## config.mk

```make
export PLATFORM = sky130hd
export DESIGN_NAME = tx_sample_buffer_flat
export DESIGN_NICKNAME = d
export VERILOG_FILES = /design/src/rtl/tx_sample_buffer_if.sv /design/src/rtl/tx_sample_buffer.sv /design/src/flat_wrapper.sv
export SDC_FILE = /design/constraint.sdc
export NUM_CORES = 1
export LEC_CHECK = 0
export CAP_MARGIN = 30
export CELL_PAD_IN_SITES_DETAIL_PLACEMENT = 0
export CELL_PAD_IN_SITES_GLOBAL_PLACEMENT = 1
export CORE_UTILIZATION = 54
export CTS_CLUSTER_DIAMETER = 60
export DETAILED_ROUTE_END_ITERATION = 7
export PLACE_DENSITY = 0.82
export SYNTH_ARGS = -nofsm -noshare
export SYNTH_HDL_FRONTEND = slang
export SYNTH_SLANG_ARGS = --single-unit
```

## constraint.sdc

```tcl
create_clock -name clk -period 5 [get_ports clk]
set_input_delay 1 -clock clk [delete_from_list [all_inputs] [get_ports clk]]
set_output_delay 1 -clock clk [all_outputs]
set_load 0.02 [all_outputs]
```

## src/rtl/tx_sample_buffer_if.sv

```systemverilog
// ---------------------------------------------------------------------------
// TxSampleBufferIf
// Source-side sample handshake carried into tx_sample_buffer.
//
// Signals:
//   in_valid  source -> buffer   sample valid
//   in_data   source -> buffer   12-bit sample
//   in_ready  buffer -> source   buffer can accept (not full)
//
// Modports:
//   master  the sample source
//   slave   the buffer
// ---------------------------------------------------------------------------
interface tx_sample_buffer_if;
    logic        in_valid;
    logic [11:0] in_data;
    logic        in_ready;

    modport master (output in_valid, output in_data, input in_ready);
    modport slave  (input in_valid, input in_data, output in_ready);
endinterface

```

## src/rtl/tx_sample_buffer.sv

```systemverilog
// ---------------------------------------------------------------------------
// tx_sample_buffer
// Sample FIFO sitting directly upstream of the CC1200 SPI top. It accepts
// 12-bit samples over valid/ready, waits until START_LEVEL samples are
// buffered, then presents them one at a time on data2SPI while TranSPIen
// is high. Each next_read pulse from the SPI top advances to the next
// sample. Reading from an empty FIFO while streaming is an underrun: it is
// flagged (sticky) and counted (saturating).
//
// Build option (macro TX_BUF_HOLD_LAST_EN):
//   defined     : on underrun data2SPI keeps the last valid sample
//   not defined : on underrun data2SPI becomes 12'h800 (mid-scale silence)
//
// Parameters:
//   DEPTH        FIFO depth in samples, power of two, 4..1024
//   START_LEVEL  fill level needed before streaming starts, 1..DEPTH
//   AW           pointer width, derived from DEPTH
//
// Ports:
//   clk          system clock
//   rstn         synchronous active-low reset
//   Run          level, 1 = streaming enabled
//   Flush        one-cycle pulse, empties the FIFO and returns to IDLE
//   src          sample source handshake (slave modport)
//   TranSPIen    to SPI top GetDataEn, high while streaming
//   data2SPI     to SPI top GetData, current sample
//   next_read    from SPI top Next_data, consumes data2SPI
//   Level        FIFO occupancy, excludes the output register
//   Underrun     sticky underrun flag
//   UnderrunCnt  saturating underrun event counter
// ---------------------------------------------------------------------------
module tx_sample_buffer #(
    parameter int  DEPTH       = 64,
    parameter int  START_LEVEL = 16,
    localparam int AW          = $clog2(DEPTH)
) (
    input  logic                 clk,
    input  logic                 rstn,
    input  logic                 Run,
    input  logic                 Flush,
    tx_sample_buffer_if.slave    src,
    output logic                 TranSPIen,
    output logic [11:0]          data2SPI,
    input  logic                 next_read,
    output logic [AW:0]          Level,
    output logic                 Underrun,
    output logic [15:0]          UnderrunCnt
);

    typedef enum logic [1:0] {
        IDLE,
        PRIME,
        LOAD,
        STREAM
    } state_t;

    state_t        state_q, state_d;

    // Pointers carry one extra bit so that full and empty stay distinguishable.
    logic [AW:0]   wrPtr_q, wrPtr_d;
    logic [AW:0]   rdPtr_q, rdPtr_d;
    logic [11:0]   data2SPI_q, data2SPI_d;
    logic          underrun_q, underrun_d;
    logic [15:0]   underrunCnt_q, underrunCnt_d;

    logic [11:0]   mem [DEPTH];

    logic [AW:0]   level;
    logic          full;
    logic          push;
    logic          pop;
    logic          underrunEv;
    logic          streaming;

    assign level = wrPtr_q - rdPtr_q;
    assign full  = (level == (AW+1)'(DEPTH));
    assign push  = src.in_valid && !full;

    assign src.in_ready = !full;
    assign Level        = level;
    assign data2SPI     = data2SPI_q;
    assign Underrun     = underrun_q;
    assign UnderrunCnt  = underrunCnt_q;
    assign TranSPIen    = streaming;

    // State register.
    always_ff @(posedge clk) begin
        if (!rstn) begin
            state_q <= IDLE;
        end else begin
            state_q <= state_d;
        end
    end

    // Next-state logic. Flush overrides every other transition.
    always_comb begin
        state_d = state_q;
        unique case (state_q)
            IDLE: begin
                if (Run) state_d = PRIME;
            end
            PRIME: begin
                if (!Run) begin
                    state_d = IDLE;
                end else if (level >= (AW+1)'(START_LEVEL)) begin
                    state_d = LOAD;
                end
            end
            LOAD: begin
                state_d = STREAM;
            end
            STREAM: begin
                if (!Run) state_d = IDLE;
            end
            default: state_d = IDLE;
        endcase
        if (Flush) state_d = IDLE;
    end

    // FSM outputs. LOAD is only reached with a non-empty FIFO, so its pop
    // needs no level check.
    always_comb begin
        streaming  = (state_q == STREAM);
        pop        = (state_q == LOAD) || (streaming && next_read && (level != '0));
        underrunEv = streaming && next_read && (level == '0);
    end

    // Datapath next-state: pointers, output register, underrun tracking.
    always_comb begin
        wrPtr_d       = wrPtr_q;
        rdPtr_d       = rdPtr_q;
        data2SPI_d    = data2SPI_q;
        underrun_d    = underrun_q;
        underrunCnt_d = underrunCnt_q;
        if (Flush) begin
            wrPtr_d       = '0;
            rdPtr_d       = '0;
            data2SPI_d    = 12'h000;
            underrun_d    = 1'b0;
            underrunCnt_d = 16'h0000;
        end else begin
            if (push) wrPtr_d = wrPtr_q + (AW+1)'(1);
            if (pop) begin
                rdPtr_d    = rdPtr_q + (AW+1)'(1);
                data2SPI_d = mem[rdPtr_q[AW-1:0]];
            end else if (underrunEv) begin
`ifdef TX_BUF_HOLD_LAST_EN
                data2SPI_d = data2SPI_q;
`else
                data2SPI_d = 12'h800;
`endif
            end
            if (underrunEv) begin
                underrun_d = 1'b1;
                if (underrunCnt_q != 16'hFFFF) underrunCnt_d = underrunCnt_q + 16'd1;
            end
        end
    end

    // Datapath registers.
    always_ff @(posedge clk) begin
        if (!rstn) begin
            wrPtr_q       <= '0;
            rdPtr_q       <= '0;
            data2SPI_q    <= 12'h000;
            underrun_q    <= 1'b0;
            underrunCnt_q <= 16'h0000;
        end else begin
            wrPtr_q       <= wrPtr_d;
            rdPtr_q       <= rdPtr_d;
            data2SPI_q    <= data2SPI_d;
            underrun_q    <= underrun_d;
            underrunCnt_q <= underrunCnt_d;
        end
    end

    // Sample storage; contents are don't-care until written, so no reset.
    always_ff @(posedge clk) begin
        if (push && !Flush) mem[wrPtr_q[AW-1:0]] <= src.in_data;
    end

endmodule

```

## src/flat_wrapper.sv

```systemverilog
// flat-port wrapper written by rule: the top's interface ports become plain ports
module tx_sample_buffer_flat 
#(
    parameter int  DEPTH       = 64,
    parameter int  START_LEVEL = 16,
    localparam int AW          = $clog2(DEPTH)
)
  (clk, rstn, Run, Flush, TranSPIen, data2SPI, next_read, Level, Underrun, UnderrunCnt, src_in_valid, src_in_data, src_in_ready);
  tx_sample_buffer_if src_i ();
  input  logic clk;
  input  logic rstn;
  input  logic Run;
  input  logic Flush;
  output logic TranSPIen;
  output logic [11:0] data2SPI;
  input  logic next_read;
  output logic [AW:0] Level;
  output logic Underrun;
  output logic [15:0] UnderrunCnt;
  input wire logic [$bits(src_i.in_valid)-1:0] src_in_valid;
  input wire logic [$bits(src_i.in_data)-1:0] src_in_data;
  output wire logic [$bits(src_i.in_ready)-1:0] src_in_ready;
  assign src_i.in_valid = src_in_valid;
  assign src_i.in_data = src_in_data;
  assign src_in_ready = src_i.in_ready;
  tx_sample_buffer #(.DEPTH(DEPTH), .START_LEVEL(START_LEVEL)) u_core (.clk(clk), .rstn(rstn), .Run(Run), .Flush(Flush), .src(src_i), .TranSPIen(TranSPIen), .data2SPI(data2SPI), .next_read(next_read), .Level(Level), .Underrun(Underrun), .UnderrunCnt(UnderrunCnt));
endmodule
```

==> flow_summary_export.csv <==
group,metric,value,unit
run_status,status,"completed",
route,wl_per_cell,26.5,µm
power_and_ir_drop,combPwrFrac,1.4,%
route,vias_per_cell,6.26,
synth,synth_nets,1824,
finish,nNetsFinal,1974,
power_and_ir_drop,sw_frac_of_total,19.6,%
die,core_area,59000,µm²
synth,synth_cells,1796,
route,firstDrtPassIters,5,
die,start_util,54.6,%
worst_setup_path,start_kind,"register",
power_and_ir_drop,p_leak,11.3,nW
clock_tree,ctsRootBufferMaster,"clkbuf_16",
power_and_ir_drop,powerDensity,370,nW/µm²
route,postRouteAntennaNets,0,
clock_tree,clk_latency,0.64,ns
clock_tree,clockBufferDepth,3,
worst_hold_path,min_from,"u_core.Underrun",
worst_setup_path,arrival,3.69,ns
finish,regArea,24100,µm²
worst_setup_path,crit_start,"u_core.wrPtr_q[0]",
finish,fill_cells,4141,
die,die-area,60700,µm²
clock_tree,cts_tree,"built",
synth,ys.warnings.count,0,
timing,hold_ws,0.479,ns
global_routing,grt_pass1_vias,17390,
synth,yosys.area.top_type,"edfxtp_1",
timing,relSlewSlack,35.8,%
synth,ys_types,48,
route,drt_iter0_drc,1743,
power_and_ir_drop,power.internal,11.0,mW
worst_hold_path,holdCritPathClass,"register to register",
die,die_w,246,µm
run,maxCapViolCount,0,
global_routing,grt_usage,24.7,%
synth,synth.avg_cell_area,17.9,µm²
timing,fin_skew,0.0297,ns
power_and_ir_drop,irDropWorstVdd,0.303,mV
finish,drive_above_1_share,18.6,%
power_and_ir_drop,pwr-share-seq,54.8,%
synth,synth_area_leaders,"edfxtp_1 (72%), mux4_2 (6.7%), mux2i_1 (6.1%), dfxtp_1 (3.2%), a22oi_1 (2.3%)",
worst_setup_path,critical_path_required,4.00,ns
finish,layout_commonest_cell,"edfxtp_1",
finish,n_antenna_cell,0,
timing,period_minus_slack,4.69,ns
finish,mostFrequentLayoutCells,"edfxtp_1 (768), mux2i_1 (195), buf_4 (105)",
timing,hold_viol,0,
placement,dp_hpwl,44400,µm
route,drc,0,
clock_tree,ctsResizeCount,1,
worst_setup_path,critPathMaxFanout,11,
finish,area_delta_synth_final,14.6,%
clock_tree,cts_sinks,819,
finish,post-route-util,62.6,%
timing,maxSlewViolCount,0,
timing,rsz0062_at_grt,"no",
finish,multi_input_area,7720,µm²
worst_setup_path,endpoint_kind,"output pin",
die,rows,89,
placement,gp_congestion,0.878,
synth,yosys_most_used_dff,"edfxtp_1",
synth,async_flop_share,0,%
worst_setup_path,r2r_start,"u_core.wrPtr_q[0]",
global_routing,grt_remaining_overflow,0,
synth,synth_area,32200,µm²
clock_tree,cts_hold_buf,0,
placement,portBuffers,55,
timing,final.setup.tns,0,ns
worst_setup_path,critical_path_class,"register to output pin",
global_routing,antenna_found_initial,1,
power_and_ir_drop,p_total,13.7,mW
synth,synth.top_cell.area_share,71.6,%
clock_tree,ctsHtreeMaxLevel,3,
clock_tree,cts_inserted_buffers,82,
die,ioPinCount,56,
route,vias,17430,
synth,ys_seq_area_share,74.7,%
global_routing,grt_pass1_wl,110000,µm
timing,fin_crit_sh,93.8,%
timing,clock.fmax,213,MHz
timing,final-setup-viol-count,0,
power_and_ir_drop,p_switching,2.68,mW
synth,synth-seq-cells,819,
die,die_h,246,µm
power_and_ir_drop,p_clk_share,43.8,%
global_routing,grt_max_degree,73,
synth,synth-edff-count,768,
timing,worst_slew_pin_slew,0.959,ns
clock_tree,cts_setup_buffers,0,
route,wirelength,73700,µm
clock_tree,cts.reportedPaths.clkPinSlew,0.06,ns
-- metal layers --
metal  track usage (%)  vias up  wire, µm  share of wire (%)
li1                  -     7589         -                  -
met1              34.7     8927     30300                 41
met2              39.8      786     36000                 49
met3              4.54      126      5630                7.6
met4              6.81        2      1820                2.5
met5                 0        -         8              0.011
-- power groups by stage --
stage | clock network, mW | registers, mW | logic (mW)
final | 5.98 | 7.50 | 0.192
after global routing | 6.30 | 7.50 | 0.205
after CTS | 6.06 | 7.50 | 0.193
after detailed placement | 0 | 7.64 | 0.192
after global placement | 0 | 7.64 | 0.183
after floorplan | 0 | 7.64 | 0.0378
-- Yosys cell counts (2+ instances only) --
cell	number
or3_1	11
mux2i_1	195
a21o_1	5
nand2b_1	2
a221oi_1	21
nor2_1	87
a22oi_1	98
xnor2_1	4
a22o_1	22
mux2_2	22
nand3b_1	4
or4_1	10
nand3_1	68
clkbuf_1	66
mux4_2	96
nand4b_1	2
o21ai_0	18
o21a_1	3
a31oi_1	19
xor2_1	3
dfxtp_1	51
ha_1	9
inv_1	19
nor3_1	5
o22ai_1	2
edfxtp_1	768
o31ai_1	5
nand4_1	21
and3_1	6
buf_2	15
buf_1	20
nor2b_1	7
o211ai_1	2
nand2_1	55
and2_1	8
a21oi_1	34
a31o_2	2
-- path summary, 6_finish.rpt --
kind | to | slack (ns) | depth (start not counted)
worst min register to register | u_core.Underrun | 0.48 | 1
worst min-delay path | u_core.Underrun | 0.48 | 1
worst max register to register | u_core.mem[8][4] | 1.02 | 13
worst max-delay path | src_in_ready | 0.31 | 11
-- stage by stage --
step | instances | worst slack, ns | cell area, µm²
after detailed placement | 2634 | 0.640 | 34200
after floorplan | 1796 | 0.900 | 32200
final | 2786 | 0.312 | 36900
after global placement | 2630 | 0.744 | 34100
after CTS | 2785 | 0.0559 | 36900
after global routing | 2786 | 0.0715 | 36900
-- cell type report --
cell class	count	share of cell area (%)
clock buffer	113	6.18
timing repair buffer	167	3.87
inverter	19	0.193
multi-input combinational	857	20.9
tap	773	2.62
clock inverter	38	0.976
sequential	819	65.3
-- cell families (layout without fill, tap and decap cells) --
| logic type | Yosys count | after routing | synth area share [%] |
|---|---|---|---|
| DFF | 819 | 819 | 74.7 |
| muxes | 313 | 313 | 13.5 |
| and+or+nand+nor | 292 | 292 | 4.42 |
| AOI/OAI and AO/OA | 235 | 235 | 5.25 |
| buffers and inverters | 120 | 337 | 1.46 |
| adders and majority gates | 10 | 10 | 0.412 |
| xor gates and xnor gates | 7 | 7 | 0.190 |
-- flip-flops by register name, indices dropped and copies added, names as in the netlist, named ones only --
register            count
u_core.Underrun         1
u_core.UnderrunCnt     16
u_core.data2SPI        12
u_core.mem            768
u_core.rdPtr_q          7
u_core.state_q          1
u_core.wrPtr_q          7
-- critical path: stages (launching register included) --
cell and delay [ns]:
dfxtp_1 0.38, inv_1 0.17, ha_1 0.19, inv_1 0.06, fa_1 0.40, a21o_1 0.19, a221o_1 0.29, a21oi_1 0.26
xnor2_2 0.21, inv_2 0.14, nand3_4 0.15, clkdlybuf4s50_1 0.64
Power figures use the tool's default switching activity.
